<file path="src/rtl/cart_bus_pkg.sv">
// Shared types and address-map constants for the CPU-side cartridge bus initiator.
package cart_bus_pkg;

  typedef enum logic [1:0] {IDLE, SETUP, STROBE, DONE} cbm_state_t;

  localparam logic [15:0] CART_BASE_DEFAULT = 16'h4020;
  localparam logic [15:0] ROM_BASE          = 16'h8000;
  localparam logic [15:0] PRGRAM_BASE       = 16'h6000;

  // Phase counter never narrower than one bit, even when a half-cycle is a single tick.
  function automatic int phase_w(input int clk_per_cycle);
    return (clk_per_cycle / 2 > 1) ? $clog2(clk_per_cycle / 2) : 1;
  endfunction

endpackage

</file>
<file path="src/rtl/cart_bus_master_if.sv">
// NES cartridge bus as seen from the CPU side: master drives the cycle, slave is the cart/mapper.
interface cart_bus_master_if;

  logic        m2;
  logic [14:0] cpu_addr;
  logic        cpu_rw;
  logic        romsel;
  logic [7:0]  cpu_data_o;
  logic        cpu_data_oe;
  logic [7:0]  cart_data_i;
  logic        cart_irq;

  modport master (
    output m2, cpu_addr, cpu_rw, romsel, cpu_data_o, cpu_data_oe,
    input  cart_data_i, cart_irq
  );

  modport slave (
    input  m2, cpu_addr, cpu_rw, romsel, cpu_data_o, cpu_data_oe,
    output cart_data_i, cart_irq
  );

endinterface

</file>
<file path="src/rtl/sync_2ff_edge.sv">
// Two-flop synchroniser for a 1-bit async level, with a registered rising-edge pulse.
module sync_2ff_edge (
  input  logic clk,
  input  logic rst,
  input  logic d,
  output logic q,
  output logic rise
);

  logic meta_p0;

  // rise is aligned with q: it looks one flop ahead at the value q is about to take
  always_ff @(posedge clk) begin
    if (rst) begin
      meta_p0 <= 1'b0;
      q       <= 1'b0;
      rise    <= 1'b0;
    end else begin
      meta_p0 <= d;
      q       <= meta_p0;
      rise    <= meta_p0 & ~q;
    end
  end

endmodule

</file>
<file path="src/rtl/cart_bus_master.sv">
// CPU-side cartridge bus initiator: single-byte requests become registered m2/romsel bus cycles.
module cart_bus_master
  import cart_bus_pkg::*;
#(
  parameter int          CLK_PER_CYCLE = 4,
  parameter logic [15:0] CART_BASE     = CART_BASE_DEFAULT
) (
  input  logic                      clk_cpu,
  input  logic                      rst,
  input  logic                      req_valid,
  output logic                      req_ready,
  input  logic [15:0]               req_addr,
  input  logic                      req_we,
  input  logic [7:0]                req_wdata,
  output logic                      rsp_valid,
  output logic [7:0]                rsp_rdata,
  output logic                      rsp_err,
  cart_bus_master_if.master         bus,
  output logic                      irq_o,
  output logic                      irq_rise
);

  localparam int              HALF    = CLK_PER_CYCLE / 2;
  localparam int              PH_W    = phase_w(CLK_PER_CYCLE);
  localparam logic [PH_W-1:0] PH_LAST = PH_W'(HALF - 1);

  cbm_state_t      state_q, state_d;
  logic [PH_W-1:0] ph_q, ph_d;
  logic [15:0]     addr_q, addr_d;
  logic            we_q, we_d;
  logic [7:0]      wdata_q, wdata_d;

  logic        m2_q, m2_d;
  logic [14:0] cpu_addr_q, cpu_addr_d;
  logic        cpu_rw_q, cpu_rw_d;
  logic        romsel_q, romsel_d;
  logic [7:0]  cpu_data_q, cpu_data_d;
  logic        oe_q, oe_d;
  logic        ready_d, rsp_valid_d, rsp_err_d;
  logic [7:0]  rsp_rdata_d;
  logic        accept, bus_active, strobe;

  assign accept = req_valid && req_ready;

  always_comb begin
    state_d     = state_q;
    ph_d        = ph_q;
    addr_d      = addr_q;
    we_d        = we_q;
    wdata_d     = wdata_q;
    cpu_addr_d  = cpu_addr_q;
    rsp_rdata_d = rsp_rdata;
    rsp_err_d   = 1'b0;

    case (state_q)
      IDLE: begin
        if (accept) begin
          addr_d  = req_addr;
          we_d    = req_we;
          wdata_d = req_wdata;
          if (req_addr < CART_BASE) begin
            state_d     = DONE;
            rsp_err_d   = 1'b1;
            rsp_rdata_d = 8'h00;
          end else begin
            state_d    = SETUP;
            ph_d       = '0;
            cpu_addr_d = req_addr[14:0];
          end
        end
      end
      SETUP: begin
        if (ph_q == PH_LAST) begin
          state_d = STROBE;
          ph_d    = '0;
        end else begin
          ph_d = ph_q + 1'b1;
        end
      end
      STROBE: begin
        if (ph_q == PH_LAST) begin
          state_d     = DONE;
          rsp_rdata_d = we_q ? 8'h00 : bus.cart_data_i;
        end else begin
          ph_d = ph_q + 1'b1;
        end
      end
      DONE: state_d = IDLE;
      default: state_d = IDLE;
    endcase

    // Bus outputs are derived from the state being entered so every pin comes straight off a flop
    bus_active  = (state_d == SETUP) || (state_d == STROBE);
    strobe      = (state_d == STROBE);
    m2_d        = strobe;
    romsel_d    = strobe && (addr_d >= ROM_BASE);
    cpu_rw_d    = ~(bus_active && we_d);
    oe_d        = strobe && we_d;
    cpu_data_d  = strobe ? wdata_d : cpu_data_q;
    ready_d     = (state_d == IDLE);
    rsp_valid_d = (state_d == DONE);
  end

  // Request latches carry data only; they are always reloaded on accept
  always_ff @(posedge clk_cpu) begin
    addr_q  <= addr_d;
    we_q    <= we_d;
    wdata_q <= wdata_d;
  end

  always_ff @(posedge clk_cpu) begin
    if (rst) begin
      state_q    <= IDLE;
      ph_q       <= '0;
      req_ready  <= 1'b1;
      rsp_valid  <= 1'b0;
      rsp_rdata  <= 8'h00;
      rsp_err    <= 1'b0;
      m2_q       <= 1'b0;
      cpu_addr_q <= '0;
      cpu_rw_q   <= 1'b1;
      romsel_q   <= 1'b0;
      cpu_data_q <= 8'h00;
      oe_q       <= 1'b0;
    end else begin
      state_q    <= state_d;
      ph_q       <= ph_d;
      req_ready  <= ready_d;
      rsp_valid  <= rsp_valid_d;
      rsp_rdata  <= rsp_rdata_d;
      rsp_err    <= rsp_err_d;
      m2_q       <= m2_d;
      cpu_addr_q <= cpu_addr_d;
      cpu_rw_q   <= cpu_rw_d;
      romsel_q   <= romsel_d;
      cpu_data_q <= cpu_data_d;
      oe_q       <= oe_d;
    end
  end

  assign bus.m2          = m2_q;
  assign bus.cpu_addr    = cpu_addr_q;
  assign bus.cpu_rw      = cpu_rw_q;
  assign bus.romsel      = romsel_q;
  assign bus.cpu_data_o  = cpu_data_q;
  assign bus.cpu_data_oe = oe_q;

  sync_2ff_edge u_irq_sync (
    .clk  (clk_cpu),
    .rst  (rst),
    .d    (bus.cart_irq),
    .q    (irq_o),
    .rise (irq_rise)
  );

endmodule

</file>
<file path="src/flat_wrapper.sv">
// flat-port wrapper written by rule: the top's interface ports become plain ports
module cart_bus_master_flat import cart_bus_pkg::*;
#(
  parameter int          CLK_PER_CYCLE = 4,
  parameter logic [15:0] CART_BASE     = CART_BASE_DEFAULT
)
  (clk_cpu, rst, req_valid, req_ready, req_addr, req_we, req_wdata, rsp_valid, rsp_rdata, rsp_err, irq_o, irq_rise, bus_m2, bus_cpu_addr, bus_cpu_rw, bus_romsel, bus_cpu_data_o, bus_cpu_data_oe, bus_cart_data_i, bus_cart_irq);
  cart_bus_master_if bus_i ();
  input  logic clk_cpu;
  input  logic rst;
  input  logic req_valid;
  output logic req_ready;
  input  logic [15:0] req_addr;
  input  logic req_we;
  input  logic [7:0] req_wdata;
  output logic rsp_valid;
  output logic [7:0] rsp_rdata;
  output logic rsp_err;
  output logic irq_o;
  output logic irq_rise;
  output wire logic [$bits(bus_i.m2)-1:0] bus_m2;
  output wire logic [$bits(bus_i.cpu_addr)-1:0] bus_cpu_addr;
  output wire logic [$bits(bus_i.cpu_rw)-1:0] bus_cpu_rw;
  output wire logic [$bits(bus_i.romsel)-1:0] bus_romsel;
  output wire logic [$bits(bus_i.cpu_data_o)-1:0] bus_cpu_data_o;
  output wire logic [$bits(bus_i.cpu_data_oe)-1:0] bus_cpu_data_oe;
  input wire logic [$bits(bus_i.cart_data_i)-1:0] bus_cart_data_i;
  input wire logic [$bits(bus_i.cart_irq)-1:0] bus_cart_irq;
  assign bus_m2 = bus_i.m2;
  assign bus_cpu_addr = bus_i.cpu_addr;
  assign bus_cpu_rw = bus_i.cpu_rw;
  assign bus_romsel = bus_i.romsel;
  assign bus_cpu_data_o = bus_i.cpu_data_o;
  assign bus_cpu_data_oe = bus_i.cpu_data_oe;
  assign bus_i.cart_data_i = bus_cart_data_i;
  assign bus_i.cart_irq = bus_cart_irq;
  cart_bus_master #(.CLK_PER_CYCLE(CLK_PER_CYCLE), .CART_BASE(CART_BASE)) u_core (.clk_cpu(clk_cpu), .rst(rst), .req_valid(req_valid), .req_ready(req_ready), .req_addr(req_addr), .req_we(req_we), .req_wdata(req_wdata), .rsp_valid(rsp_valid), .rsp_rdata(rsp_rdata), .rsp_err(rsp_err), .bus(bus_i), .irq_o(irq_o), .irq_rise(irq_rise));
endmodule
</file>
<file path="config.mk">
export PLATFORM = sky130hd
export DESIGN_NAME = cart_bus_master_flat
export DESIGN_NICKNAME = d
export VERILOG_FILES = /design/src/rtl/cart_bus_pkg.sv /design/src/rtl/cart_bus_master_if.sv /design/src/rtl/sync_2ff_edge.sv /design/src/rtl/cart_bus_master.sv /design/src/flat_wrapper.sv
export SDC_FILE = /design/constraint.sdc
export NUM_CORES = 1
export LEC_CHECK = 0
export ABC_CLOCK_PERIOD_IN_PS = 7000
export BUFFER_PORTS_ARGS = -buffer_cell sky130_fd_sc_hd__buf_2
export CORE_MARGIN = 2
export CORE_UTILIZATION = 46
export DETAILED_ROUTE_END_ITERATION = 10
export MAX_ROUTING_LAYER = met4
export PLACE_DENSITY = 0.85
export SYNTH_ARGS = -nofsm -noshare
export SYNTH_HDL_FRONTEND = slang
export SYNTH_SLANG_ARGS = --single-unit
</file>
<file path="constraint.sdc">
create_clock -name clk_cpu -period 7 [get_ports clk_cpu]
set_input_delay 1.4 -clock clk_cpu [delete_from_list [all_inputs] [get_ports clk_cpu]]
set_output_delay 1.4 -clock clk_cpu [all_outputs]
set_load 0.005 [all_outputs]
</file>
==> summary.md <==
| Metric | Value |
|---|---|
| Type of the worst setup path | in -> reg |
| Starting Density | 47.4% |
| Share of cells above drive strength 1 | between 30% and 40% |
| Hold_buf cts | 0 |
| Clock Latency Late Sink | 0.31 ns |
| Worst setup path start | req_addr[8] |
| Setup WS pre-CTS | 2.92 ns |
| Worst-path clk slew | ~0.09 ns |
| Final WL | around 4600 um |
| Drt first pass iters | 4 |
| Final worst setup slack | roughly 3.3 ns |
| Gr usage total | between 10% and 20% |
| Mapped Area | approximately 2200 um^2 |
| Worst reg2reg setup slack | approximately 4.5 ns |
| TritonCTS buffer count | 5 |
| Outcome | completed |
| Final setup violation count | 0 |
| Seq cells post-synth | 54 |
| Pint | approximately 0.70 mW |
| Die Ht | ~74 um |
| DR iter-0 viols | ~80 |
| CTS root buf | clkbuf_8 |
| Cell variety after synth | 35 |
| Cells after Synth | ~230 |
| ANT cells | 0 |
| Final Max Tran Viols | 0 |
| NetSw | between 0.3 and 0.4 mW |
| Post-synthesis average cell area | about 10 um^2 |
| Post-layout nets | between 300 and 400 |
| Via Count | around 1800 |
| Setup repair bufs after CTS | 0 |
| Tightest Hold Check Type | reg -> reg |
| Register area share after synthesis | around half |
| RR Endpoint | u_core.bus.cpu_addr[4]$_SDFFE_PP0P_ |
| Hold Crit Depth | 1 |
| Worst EP required | slightly above 7 ns |
| Initial antenna violation count | 0 |
| CP startpoint kind | input pin |
| Register share of total power | 41.6% |
| First-pass GRT wire length | ~7300 um |
| Final core occ | just under 60% |
| Max FO, Critical Path | 18 |
| Yosys warning count | 0 |
| Die extent in x | between 70 and 80 um |
| Wire length per cell | ~13 um |
| Slew margin rel. | a little over 40% |
| Largest net degree at the start of global routing | between 40 and 50 |
| Post-CTS sizing | 0 |
| Worst reg2reg path depth | 7 |
| CTS Sinks | 54 |
| Worst setup EP type | flop |
| HPWL after DPL | between 3000 and 4000 um |
| Hold_sp | u_core.u_irq_sync.q$_SDFF_PP0_ |
| GPL Wtd Cong | 0.743 |
| Max H-tree Level | 2 |
| Leak | 1.25 nW |
| Combinational power share | roughly two fifths |
| Vias/cell | between 5 and 6 |
| Layout area overhead | 22.2% |
| FMAX | roughly 270 MHz |
| Syn_nets | 271 |
| Max-cap viol count | 0 |
| Fin crit period | about 3.7 ns |
| Cell Pwr Density | ~390 nW/um^2 |
| Critical path arrival | around 3.9 ns |
| Tcrit/Tclk final | 53.0% |
| CTS tree | done |
| Layout Skew | ~0.007 ns |
| Cell row count | 25 |
| Remaining antenna violation count | 0 |
| Port bufs | 76 |
| Final instance area | between 2000 and 3000 um^2 |
| Layout Cells excl Fill | about 350 |
| DRC | 0 |
| Reg-to-reg startpoint | u_core.state_q[0]$_SDFF_PP0_ |
| Final setup TNS | 0 ns |
| Vias in the first global route | 1698 |
| Cell Area, Placed | 2610 um^2 |
| RSZ-0062 raised after global routing | no |
| Dpl cells | 340 |
| Switching Fraction | roughly 33% |
| Worst VDD drop | approximately 200 uV |
| Clock share of power | 19.3% |
| Total congestion overflow | 0 |
| Die area | 5410 um^2 |
| Core area | around 4700 um^2 |
| Longest Clk Path Bufs | 2 |
| Worst Tran Pin Value | 0.881 ns |
| IO Count | 77 |
| Hold Vio Cnt, Final | 0 |
| Hold EP | u_core.u_irq_sync.rise$_SDFF_PP0_ |
==> state kept, by name, summed over array words and instances, names as in the netlist <==
name / flops
u_core.bus.cpu_addr: 15
u_core.bus.cpu_data_o: 8
u_core.rsp_rdata: 8
u_core.wdata_q: 8
u_core.state_q: 2
u_core.addr_q: 1
u_core.bus.cpu_data_oe: 1
u_core.bus.cpu_rw: 1
u_core.bus.m2: 1
u_core.bus.romsel: 1
u_core.ph_q: 1
u_core.req_ready: 1
u_core.rsp_err: 1
u_core.rsp_valid: 1
u_core.u_irq_sync.meta_p0: 1
u_core.u_irq_sync.q: 1
u_core.u_irq_sync.rise: 1
u_core.we_q: 1
==> logic make-up (layout without fill, tap and decap cells) <==
logic type	after synthesis	count (layout)	share of synthesized area, %
flops	54	54	48.6
simple gates	59	59	14.7
buf+inv	20	89	3.82
mux	27	27	12.6
fa+ha+maj	9	9	5.06
compound gates	56	56	15.2
==> stage by stage <==
step           power [mW]  hold WS [ns]
5_1_grt              1.13         0.449
4_1_cts              1.06         0.423
2_1_floorplan       0.735         0.411
3_5_place_dp        0.855         0.400
3_3_place_gp        0.842         0.396
6_report             1.05         0.414
==> cell type report <==
cell class / instances / area (um^2)
Clock buffer: 5 / 68.8
Clock inverter: 3 / 40.0
Fill cell: 408 / 1970
Inverter: 4 / 15.0
Multi-Input combinational cell: 151 / 1060
Sequential cell: 54 / 1080
Tap cell: 54 / 67.6
Timing Repair Buffer: 77 / 388
==> cells in the final DEF (no fill, tap or decap), drive strengths merged <==
cell type	instances
dfxtp	54
mux2i	18
clkbuf	5
o211ai	15
bufinv	1
o31a	1
or3	1
nor3	2
clkinv	2
nor4	3
mux2	9
ha	9
or4	1
nand2b	9
nor3b	1
nand3	3
nor2	11
buf	77
o21ai	19
and2	1
o21a	1
o31ai	1
and3	1
or2	3
o22a	1
nand2	13
a21oi	17
inv	4
nor2b	8
o211a	1
nand3b	2
==> how the worst max path moves through the flow <==
stage,endpoint
after floorplan,u_core.bus.cpu_data_o[0]$_SDFFE_PP0N_
after global placement,u_core.bus.cpu_data_o[2]$_SDFFE_PP0N_
after detailed placement,u_core.bus.cpu_data_o[1]$_SDFFE_PP0N_
after CTS,u_core.bus.cpu_data_o[1]$_SDFFE_PP0N_
after global routing,u_core.bus.cpu_data_o[1]$_SDFFE_PP0N_
final,u_core.bus.cpu_data_o[1]$_SDFFE_PP0N_
==> layer usage <==
layer | global-route usage, % | share of wire [%] | wire [um]
met1 | 20.0 | 44 | 2010
met2 | 30.3 | 49 | 2230
met3 | 5.21 | 5.0 | 229
met4 | 7.47 | 2.3 | 106
met5 | - | 0 | 0
==> critical path, cell delays in order <==
cell,delay [ns]
buf_2,0.11
or4_4,0.56
o31a_1,0.52
o211a_1,0.33
nor2_1,0.17
ha_1,0.49
mux2i_1,0.25
nor2_1,0.05
==> Yosys cell counts <==
cell      instances  area (um^2)
dfxtp_1          54         1080
buf_2             1         5.00
nor4_4            1         21.3
ha_1              9          113
inv_1             4         15.0
nand2_1          13         48.8
mux2_2            9          101
nor3_1            2         10.0
or2_1             1         6.26
o31a_1            1         8.76
buf_6             1         11.3
or2_2             2         12.5
nor2b_1           8         50.1
buf_1             2         7.51
or3_1             1         6.26
a21oi_1          17         85.1
nand3b_1          2         15.0
and3_1            1         6.26
o22a_1            1         8.76
and2_1            1         6.26
o21a_1            1         7.51
nand2b_1          9         56.3
o211ai_1         15          113
o21ai_0          18         90.1
nand3_1           3         15.0
or4_4             1         11.3
nor2_1           11         41.3
mux2i_1          18          180
o21ai_2           1         8.76
clkbuf_1         11         41.3
nor4_1            2         12.5
o211a_1           1         10.0
o31ai_1           1         7.51
nor3b_1           1         7.51
clkbuf_2          1         5.00
==> power groups by stage <==
stage / sequential, mW / clock (mW) / combinational (mW)
floorplan: 0.442 / 0 / 0.293
global placement: 0.439 / 0 / 0.403
detailed placement: 0.442 / 0 / 0.413
CTS: 0.437 / 0.209 / 0.415
global route: 0.445 / 0.224 / 0.461
finish: 0.436 / 0.202 / 0.409
No activity file was read; power rests on OpenSTA's default activity.
